$ cat src/rtl/stopwatch_disp.sv
// Stopwatch: BCD SS.CC count (00.00..59.99) plus a 4-digit common-anode seven-segment scanner.
// Latency: bcd updates one edge after a sampled tick; an/seg are registered, one edge behind the display value.
// No backpressure: mode pauses the count, clr zeroes it; define STOPWATCH_LAP_EN to enable lap freeze.
module stopwatch_disp #(
  parameter int TICK_DIV = 500_000,
  parameter int SCAN_DIV = 50_000
) (
  input  logic        clk,
  input  logic        rstn,
  input  logic        mode,
  input  logic        clr,
  input  logic        lap,
  output logic [15:0] bcd,
  output logic        ovf,
  output logic [3:0]  an,
  output logic [7:0]  seg
);

  localparam int PW = (TICK_DIV > 1) ? $clog2(TICK_DIV) : 1;
  localparam int SW = (SCAN_DIV > 1) ? $clog2(SCAN_DIV) : 1;
  localparam logic [PW-1:0] PMAX = PW'(TICK_DIV - 1);
  localparam logic [SW-1:0] SMAX = SW'(SCAN_DIV - 1);

  logic [PW-1:0] pcnt;
  logic          tick;
  logic [15:0]   bcd_inc;
  logic [15:0]   disp;

  logic [SW-1:0] scnt;
  logic          scan_wrap;
  logic [1:0]    dig;
  logic [1:0]    dig_nxt;
  logic [3:0]    nib;
  logic [3:0]    an_nxt;
  logic [7:0]    seg_nxt;

  // Active-low segment pattern {dp,g,f,e,d,c,b,a} with dp dark.
  function automatic logic [7:0] seg_code(input logic [3:0] d);
    case (d)
      4'd0:    seg_code = 8'hC0;
      4'd1:    seg_code = 8'hF9;
      4'd2:    seg_code = 8'hA4;
      4'd3:    seg_code = 8'hB0;
      4'd4:    seg_code = 8'h99;
      4'd5:    seg_code = 8'h92;
      4'd6:    seg_code = 8'h82;
      4'd7:    seg_code = 8'hF8;
      4'd8:    seg_code = 8'h80;
      4'd9:    seg_code = 8'h90;
      default: seg_code = 8'hFF;
    endcase
  endfunction

  // A tick only fires while running, so pausing on the terminal count suppresses it.
  assign tick = mode && (pcnt == PMAX);

  // Ripple-carry BCD increment; sec_tens rolls 5->0, giving 59.99 -> 00.00.
  always_comb begin
    bcd_inc = bcd;
    if (bcd[3:0] != 4'd9) begin
      bcd_inc[3:0] = bcd[3:0] + 4'd1;
    end else begin
      bcd_inc[3:0] = 4'd0;
      if (bcd[7:4] != 4'd9) begin
        bcd_inc[7:4] = bcd[7:4] + 4'd1;
      end else begin
        bcd_inc[7:4] = 4'd0;
        if (bcd[11:8] != 4'd9) begin
          bcd_inc[11:8] = bcd[11:8] + 4'd1;
        end else begin
          bcd_inc[11:8] = 4'd0;
          if (bcd[15:12] != 4'd5) begin
            bcd_inc[15:12] = bcd[15:12] + 4'd1;
          end else begin
            bcd_inc[15:12] = 4'd0;
          end
        end
      end
    end
  end

  // Prescaler, live count and sticky wrap flag; clr beats a coincident tick.
  always_ff @(posedge clk) begin
    if (!rstn) begin
      pcnt <= '0;
      bcd  <= '0;
      ovf  <= 1'b0;
    end else if (clr) begin
      pcnt <= '0;
      bcd  <= '0;
      ovf  <= 1'b0;
    end else if (mode) begin
      if (tick) begin
        pcnt <= '0;
        bcd  <= bcd_inc;
        if (bcd == 16'h5999) begin
          ovf <= 1'b1;
        end
      end else begin
        pcnt <= pcnt + 1'b1;
      end
    end
  end

`ifdef STOPWATCH_LAP_EN
  logic        frz;
  logic [15:0] lap_bcd;

  // Lap pulse toggles freeze; the live count is captured on entry only.
  always_ff @(posedge clk) begin
    if (!rstn) begin
      frz     <= 1'b0;
      lap_bcd <= '0;
    end else if (clr) begin
      frz <= 1'b0;
    end else if (lap) begin
      if (!frz) begin
        lap_bcd <= bcd;
      end
      frz <= ~frz;
    end
  end

  assign disp = frz ? lap_bcd : bcd;
`else
  logic lap_unused;
  assign lap_unused = lap;
  assign disp       = bcd;
`endif

  // Next digit slot and its segment pattern; computed from the index being entered.
  always_comb begin
    scan_wrap = (scnt == SMAX);
    dig_nxt   = scan_wrap ? dig + 2'd1 : dig;
    case (dig_nxt)
      2'd0:    nib = disp[3:0];
      2'd1:    nib = disp[7:4];
      2'd2:    nib = disp[11:8];
      default: nib = disp[15:12];
    endcase
    an_nxt  = ~(4'b0001 << dig_nxt);
    seg_nxt = seg_code(nib);
    if (dig_nxt == 2'd2) begin
      seg_nxt[7] = 1'b0;
    end
  end

  // Free-running scan; an and seg share one register stage so they switch on the same edge.
  always_ff @(posedge clk) begin
    if (!rstn) begin
      scnt <= '0;
      dig  <= 2'd0;
      an   <= 4'b1110;
      seg  <= 8'hC0;
    end else begin
      scnt <= scan_wrap ? '0 : scnt + 1'b1;
      dig  <= dig_nxt;
      an   <= an_nxt;
      seg  <= seg_nxt;
    end
  end

endmodule

$ cat config.mk
export PLATFORM = sky130hd
export DESIGN_NAME = stopwatch_disp
export DESIGN_NICKNAME = d
export VERILOG_FILES = /design/src/rtl/stopwatch_disp.sv
export SDC_FILE = /design/constraint.sdc
export NUM_CORES = 1
export LEC_CHECK = 0
export CAP_MARGIN = 10
export CORE_MARGIN = 2
export CORE_UTILIZATION = 40
export DETAILED_ROUTE_END_ITERATION = 8
export PLACE_DENSITY = 0.71
export SYNTH_ARGS = -nofsm -noshare
export SYNTH_HDL_FRONTEND = slang
export SYNTH_SLANG_ARGS = --single-unit
$ cat constraint.sdc
create_clock -name clk -period 8.05 [get_ports clk]
set_clock_uncertainty 0.05 [all_clocks]
set_input_delay 1.61 -clock clk [delete_from_list [all_inputs] [get_ports clk]]
set_output_delay 1.61 -clock clk [all_outputs]
set_load 0.05 [all_outputs]
==> results of run 1 <==
-- cell type report --
| class | instances | share of cell area |
|---|---|---|
| Inverter | 14 | 0.0142 |
| Timing Repair Buffer | 33 | 0.0887 |
| Clock inverter | 2 | 0.0162 |
| Tap cell | 99 | 0.0335 |
| Sequential cell | 65 | 0.352 |
| Multi-Input combinational cell | 265 | 0.450 |
| Clock buffer | 13 | 0.0457 |
-- power groups by stage --
stage	clock [mW]	combinational [mW]	sequential, mW
final	0.317	0.0112	0.324
after global routing	0.338	0.0127	0.324
after CTS	0.324	0.0113	0.324
after detailed placement	0	0.0113	0.332
after global placement	0	0.0109	0.332
after floorplan	0	0.00786	0.331
-- state kept, by name (all words and copies together) (netlist names) --
signal  count
bcd        16
an          4
ovf         1
scnt       16
pcnt       19
seg         7
dig         2
-- cell families (layout without fill, tap and decap cells) --
logic type	Yosys count	after routing	synth area share
AO/OA/AOI/OAI	50	50	0.104
XOR/XNOR	36	36	0.103
adder cells (fa/ha/maj)	5	5	0.0204
buffers and inverters	25	62	0.0323
flip-flops	65	65	0.425
multiplexers	8	8	0.0262
AND/OR/NAND/NOR	166	166	0.289
-- final timing paths --
check	start	cells after the start	endpoint	slack [ns]
max	mode	8	ovf$_SDFFE_PP0P_	3.69
min	ovf$_SDFFE_PP0P_	2	ovf$_SDFFE_PP0P_	0.40
max reg2reg	scnt[4]$_SDFF_PP0_	8	seg[6]$_SDFF_PN1_	4.90
min reg2reg	ovf$_SDFFE_PP0P_	2	ovf$_SDFFE_PP0P_	0.40
-- layout by cell type, fill, tap and decap left out, types with 2 or more instances in the layout --
cell | netlist | layout
a21oi_1 | 19 | 19
and3_1 | 12 | 12
and4_1 | 2 | 2
bufinv_16 | 0 | 2
clkbuf_8 | 0 | 12
clkdlybuf4s50_1 | 0 | 32
dfxtp_1 | 65 | 65
ha_1 | 5 | 5
inv_1 | 14 | 14
mux2i_1 | 8 | 8
nand2_1 | 32 | 32
nand2b_1 | 7 | 7
nand3_1 | 16 | 16
nand3b_1 | 3 | 3
nand4_1 | 8 | 8
nand4bb_1 | 2 | 2
nor2_1 | 51 | 51
nor2b_1 | 5 | 5
nor3b_1 | 2 | 2
nor4_1 | 2 | 2
nor4b_1 | 2 | 2
o211ai_1 | 2 | 2
o21ai_0 | 13 | 13
o311ai_0 | 2 | 2
o32ai_1 | 4 | 4
or2_2 | 2 | 2
or3_1 | 8 | 8
or3b_2 | 2 | 2
or4_1 | 3 | 3
xnor2_1 | 15 | 15
xor2_1 | 21 | 21
-- critical path, stage by stage --
cell	delay [ns]
clkdlybuf4s50_1	0.57
and4_1	0.32
and3_1	0.26
nand3_1	0.25
nor4_2	0.59
nand3_1	0.30
or4b_1	0.53
a21oi_1	0.14
-- routing by layer --
layer | part of all wire | vias up | GRT usage
met5 | 0 | - | 0
met4 | 0.019 | 0 | 0.0833
met3 | 0.051 | 12 | 0.0506
met2 | 0.47 | 65 | 0.267
met1 | 0.46 | 1196 | 0.184
li1 | - | 1306 | -
-- metrics by stage --
stage | instance area [µm²] | setup slack, ns | std cells | util
global route | 3700 | 3.46 | 491 | 0.504
floorplan | 3060 | 4.28 | 355 | -
global placement | 3470 | 3.39 | 476 | 0.473
detailed placement | 3470 | 3.32 | 476 | 0.473
finish | 3700 | 3.69 | 491 | 0.504
CTS | 3700 | 3.68 | 491 | 0.504
==> out/results.tsv, run 1 <==
metric	value	unit
intPower	0.525	mW
synth_ff_type	dfxtp_1	
track_usage	0.161	
arrival	4.58	ns
cts_made_buffers	9	
crit_path_end_kind	register	
cts_tree	yes	
nNetsFinal	398	
clkLatencyLatePin	0.35	ns
holdWs	0.398	ns
grt_max_degree	22	
io_buffer_count	32	
power_frac_comb	0.017	
core_area	7330	µm²
yosysTopAreaCell	dfxtp_1	
slew_violations	0	
place.gp.congestion	0.796	
die_area	8370	µm²
ys_top_cells_by_count	dfxtp_1 (65), nor2_1 (51), nand2_1 (32)	
n_antenna_cell	0	
hold_violations	0	
grt_pass1_vias	2406	
rsz0062_at_grt	no	
clock-sinks	65	
postCtsResizedCells	0	
viasPerCell	5.25	
cp.required	8.27	ns
drc	0	
ctsHoldBuffers	0	
htree_levels	3	
ant_nets	0	
start_util	0.418	
startpoint_type	input pin	
cts_root_buf	clkbuf_8	
max_freq	229	MHz
min_path_type	reg -> reg	
seq_area	1300	µm²
drtPass1Iterations	4	
drive_above_1_share	0.0612	
netlist_instances	355	
synth_edf_count	0	
routed_wl	6.32	mm
synth_seq_cells	65	
setup_tns	0	ns
p_leak	1.31	nW
synth_fp_nets	365	
cts_buffer_depth	2	
status	completed	
ys_top_cells_by_area	dfxtp_1 (43%), nor2_1 (6.3%), xor2_1 (6.0%)	
syn_area	3060	µm²
yosysWarningCount	0	
async_flop_share	0	
drv_cap	0	
area_growth_syn_to_layout	20.7	%
synth_cell_type_count	48	
worst_slew_margin_rel	0.389	
cp_max_fo	7	
fp-row-count	31	
worst_slew_pin_slew	0.914	ns
ir_drop	58.7	µV
vias	2579	
synth_top_area_frac	0.425	
power_density	177	nW/µm²
finalSetupViolCount	0	
seqPwrFrac	0.497	
die_x	91.5	µm
path_class	in -> reg	
grt_pass1_wl	10.7	mm
hpwl	4.44	mm
die_h	91.5	µm
multi_input_area	1660	µm²
min_period_over_period	0.542	
clkPwrFrac	0.486	
drt-initial-drc-count	101	
period_needed	4.36	ns
routedWlPerCell	12.9	µm
grt-ovfl-total	0	
syn_avg_cell_area	8.62	µm²
synth-seq-area-share	0.425	
n_fill_cell	671	
post-synth-top-count-cell	dfxtp_1	
path_clk_slew	0.06	ns
pin_count	34	
post_cts_buffers	0	
antenna_found_initial	0	
power	0.653	mW
p_sw	0.128	mW
p_sw_frac	0.196	
Power figures use the tool's default switching activity.
==> run 2: changes to the inputs <==
Clock period 8.05 ns to 4.41 ns, I/O delays scaled along.
==> run 2 against run 1 <==
Net effect:
- register-to-register slack got worse by 3.6 ns
- clock power rose by 65%
- sequential power is 83% higher
- utilization fell by 0.085 points
- critical path depth increased by 1
- non-clock buffer count increased by 2
- hold slack improved by 0.0025 ns
- final cell count grew 0.61%
- highest routed layer unchanged
==> out/results.tsv, run 2 (same netlist as run 1, synthesis figures left out) <==
metric	value	unit	change
holdPathStages	2		unchanged
drtPass1Iterations	6		+2
grtUsageMet1	0.208		+0.0241
min_to	ovf$_SDFFE_PP0P_		
globalRouteMet2Util	0.248		-0.0184
dp_cells	478		+0.42%
cts_made_buffers	9		unchanged
start_util	0.418		unchanged
rsz0062_at_grt	no		
crit_path_end_kind	register		
drt-initial-drc-count	94		-6.9%
place_ws	0.628	ns	-2.69 ns
nNetsFinal	400		+0.50%
drv_cap	0		unchanged
worst_slew_margin_rel	0.387		-0.00199
cts_tree	yes		
finish.utilization	0.503		-0.000854
n_antenna_cell	0		unchanged
routed_wl	6.21	mm	-1.8%
io_buffer_count	32		unchanged
cp.depth	9		+1
post_cts_buffers	0		unchanged
slew_violations	0		unchanged
reg2reg_depth	8		unchanged
die_x	91.5	µm	unchanged
min-delay-start	ovf$_SDFFE_PP0P_		
hold_violations	0		unchanged
max_freq	294	MHz	
postCtsResizedCells	0		unchanged
grt_pass1_vias	2301		-4.4%
max_stage_delay	0.57	ns	-0.02 ns
cp_top_family	simple AND/OR/NAND/NOR gates		
area_growth_syn_to_layout	20.5	%	
status	completed		
regMostFlops	pcnt		
cp.required	4.64	ns	-3.63 ns
largest_register_ffs	19		unchanged
fp-row-count	31		unchanged
cp_max_fo	7		unchanged
r2r_slack	1.32	ns	-3.58 ns
power	1.14	mW	+74%
p_leak	1.31	nW	about the same
die_h	91.5	µm	unchanged
grt_max_degree	22		unchanged
min_path_type	reg -> reg		
holdWs	0.400	ns	+0.00255 ns
cts_root_buf	clkbuf_8		
layout_common_cells	dfxtp_1 (65), nor2_1 (51), nand2_1 (32), clkdlybuf4s50_1 (32), xor2_1 (21)		
cts_buffer_depth	2		unchanged
ir_drop	144	µV	+140%
arrival	3.64	ns	-0.94 ns
drive_above_1_share	0.0658		+0.00460
busiest_layer	met2		
finalSetupViolCount	0		unchanged
startpoint_type	input pin		
grt-ovfl-total	0		unchanged
finalNonFillerCells	494		+0.61%
htree_levels	3		unchanged
ctsHoldBuffers	0		unchanged
drc	0		unchanged
routedWlPerCell	12.6	µm	-2.4%
reg_top3	pcnt: 19 flops, bcd: 16 flops, scnt: 16 flops		
ant_nets	0		unchanged
power_density	308	nW/µm²	+75%
path_class	in -> reg		
viasPerCell	5.17		-1.5%
core_area	7330	µm²	unchanged
antenna_found_initial	0		unchanged
worstReg2RegEnd	seg[6]$_SDFF_PN1_		
final_cell_area	3690	µm²	-0.17%
worst_slew_pin_slew	0.916	ns	+0.00298 ns
grt_pass1_wl	10.8	mm	+1.3%
clkLatencyLatePin	0.34	ns	about the same
crit_slowest_cell	clkdlybuf4s50_1		
pin_count	34		unchanged
crit_path_cell_trace	clkdlybuf4s50_1 > and4_1 > and3_1 > nand3_1 > nor4_2 > buf_4 > nand3_1 > or4b_1 > a21oi_1		
min_period_over_period	0.772		
vias	2555		-0.93%
use_met3	0.0432		-0.00747
hpwl	4.37	mm	-1.5%
dpl-instance-area	3480	µm²	+0.43%
cpMostUsedCell	nand3_1		
period_needed	3.41	ns	
fin_ws	1.00	ns	-2.68 ns
critPathBufInv	2		+1
track_usage	0.162		+0.00185
layout_commonest_cell	dfxtp_1		
clock-sinks	65		unchanged
die_area	8370	µm²	unchanged
setup_tns	0	ns	unchanged
path_clk_slew	0.07	ns	about the same
timing.rr.start	scnt[5]$_SDFF_PP0_		
place.gp.congestion	0.805		+1.0%
[run 2: cell types whose count changed in the layout (fill, tap and decap cells not counted), sizes merged]
cell    change
bufinv      -1
clkbuf      +1
buf         +2
clkinv      +1
[run 2: worst max-delay path by stage]
stage               from               end  slack [ns]
global placement    mode  ovf$_SDFFE_PP0P_        0.74
detailed placement  mode  ovf$_SDFFE_PP0P_        0.63
CTS                 mode  ovf$_SDFFE_PP0P_        1.00
floorplan           mode  ovf$_SDFFE_PP0P_        1.37
global route        mode  ovf$_SDFFE_PP0P_        0.76
finish              mode  ovf$_SDFFE_PP0P_        1.00
[run 2: final cells by class]
type	count	area, µm²
multi-input cells	265	1660
clock buffers	14	173
inverters	14	52.6
clock inverters	2	35.0
repair buffers	35	343
fillers	703	3640
flip-flops and latches	65	1300
well taps	99	124
[run 2: per-layer routing]
layer	share of wire	wire length, µm	vias up
met3	0.042	260	11
met2	0.47	2920	60
met5	0	0	-
met4	0.024	147	0
met1	0.46	2880	1176
li1	-	-	1308
[run 2: tightest hold or removal path: cells and delay by family, from the launching register on]
kind,cells,cell delay (ns)
compound gates,1,0.05
buf+inv,1,0.05
flops,1,0.31
[run 2: power breakdown]
part           leakage, nW  total (mW)  switching [mW]  internal, mW
clock network        0.107       0.524           0.217         0.307
registers            0.524       0.593         0.00278         0.590
logic                0.680      0.0213          0.0140       0.00736
total                 1.31        1.14           0.234         0.904
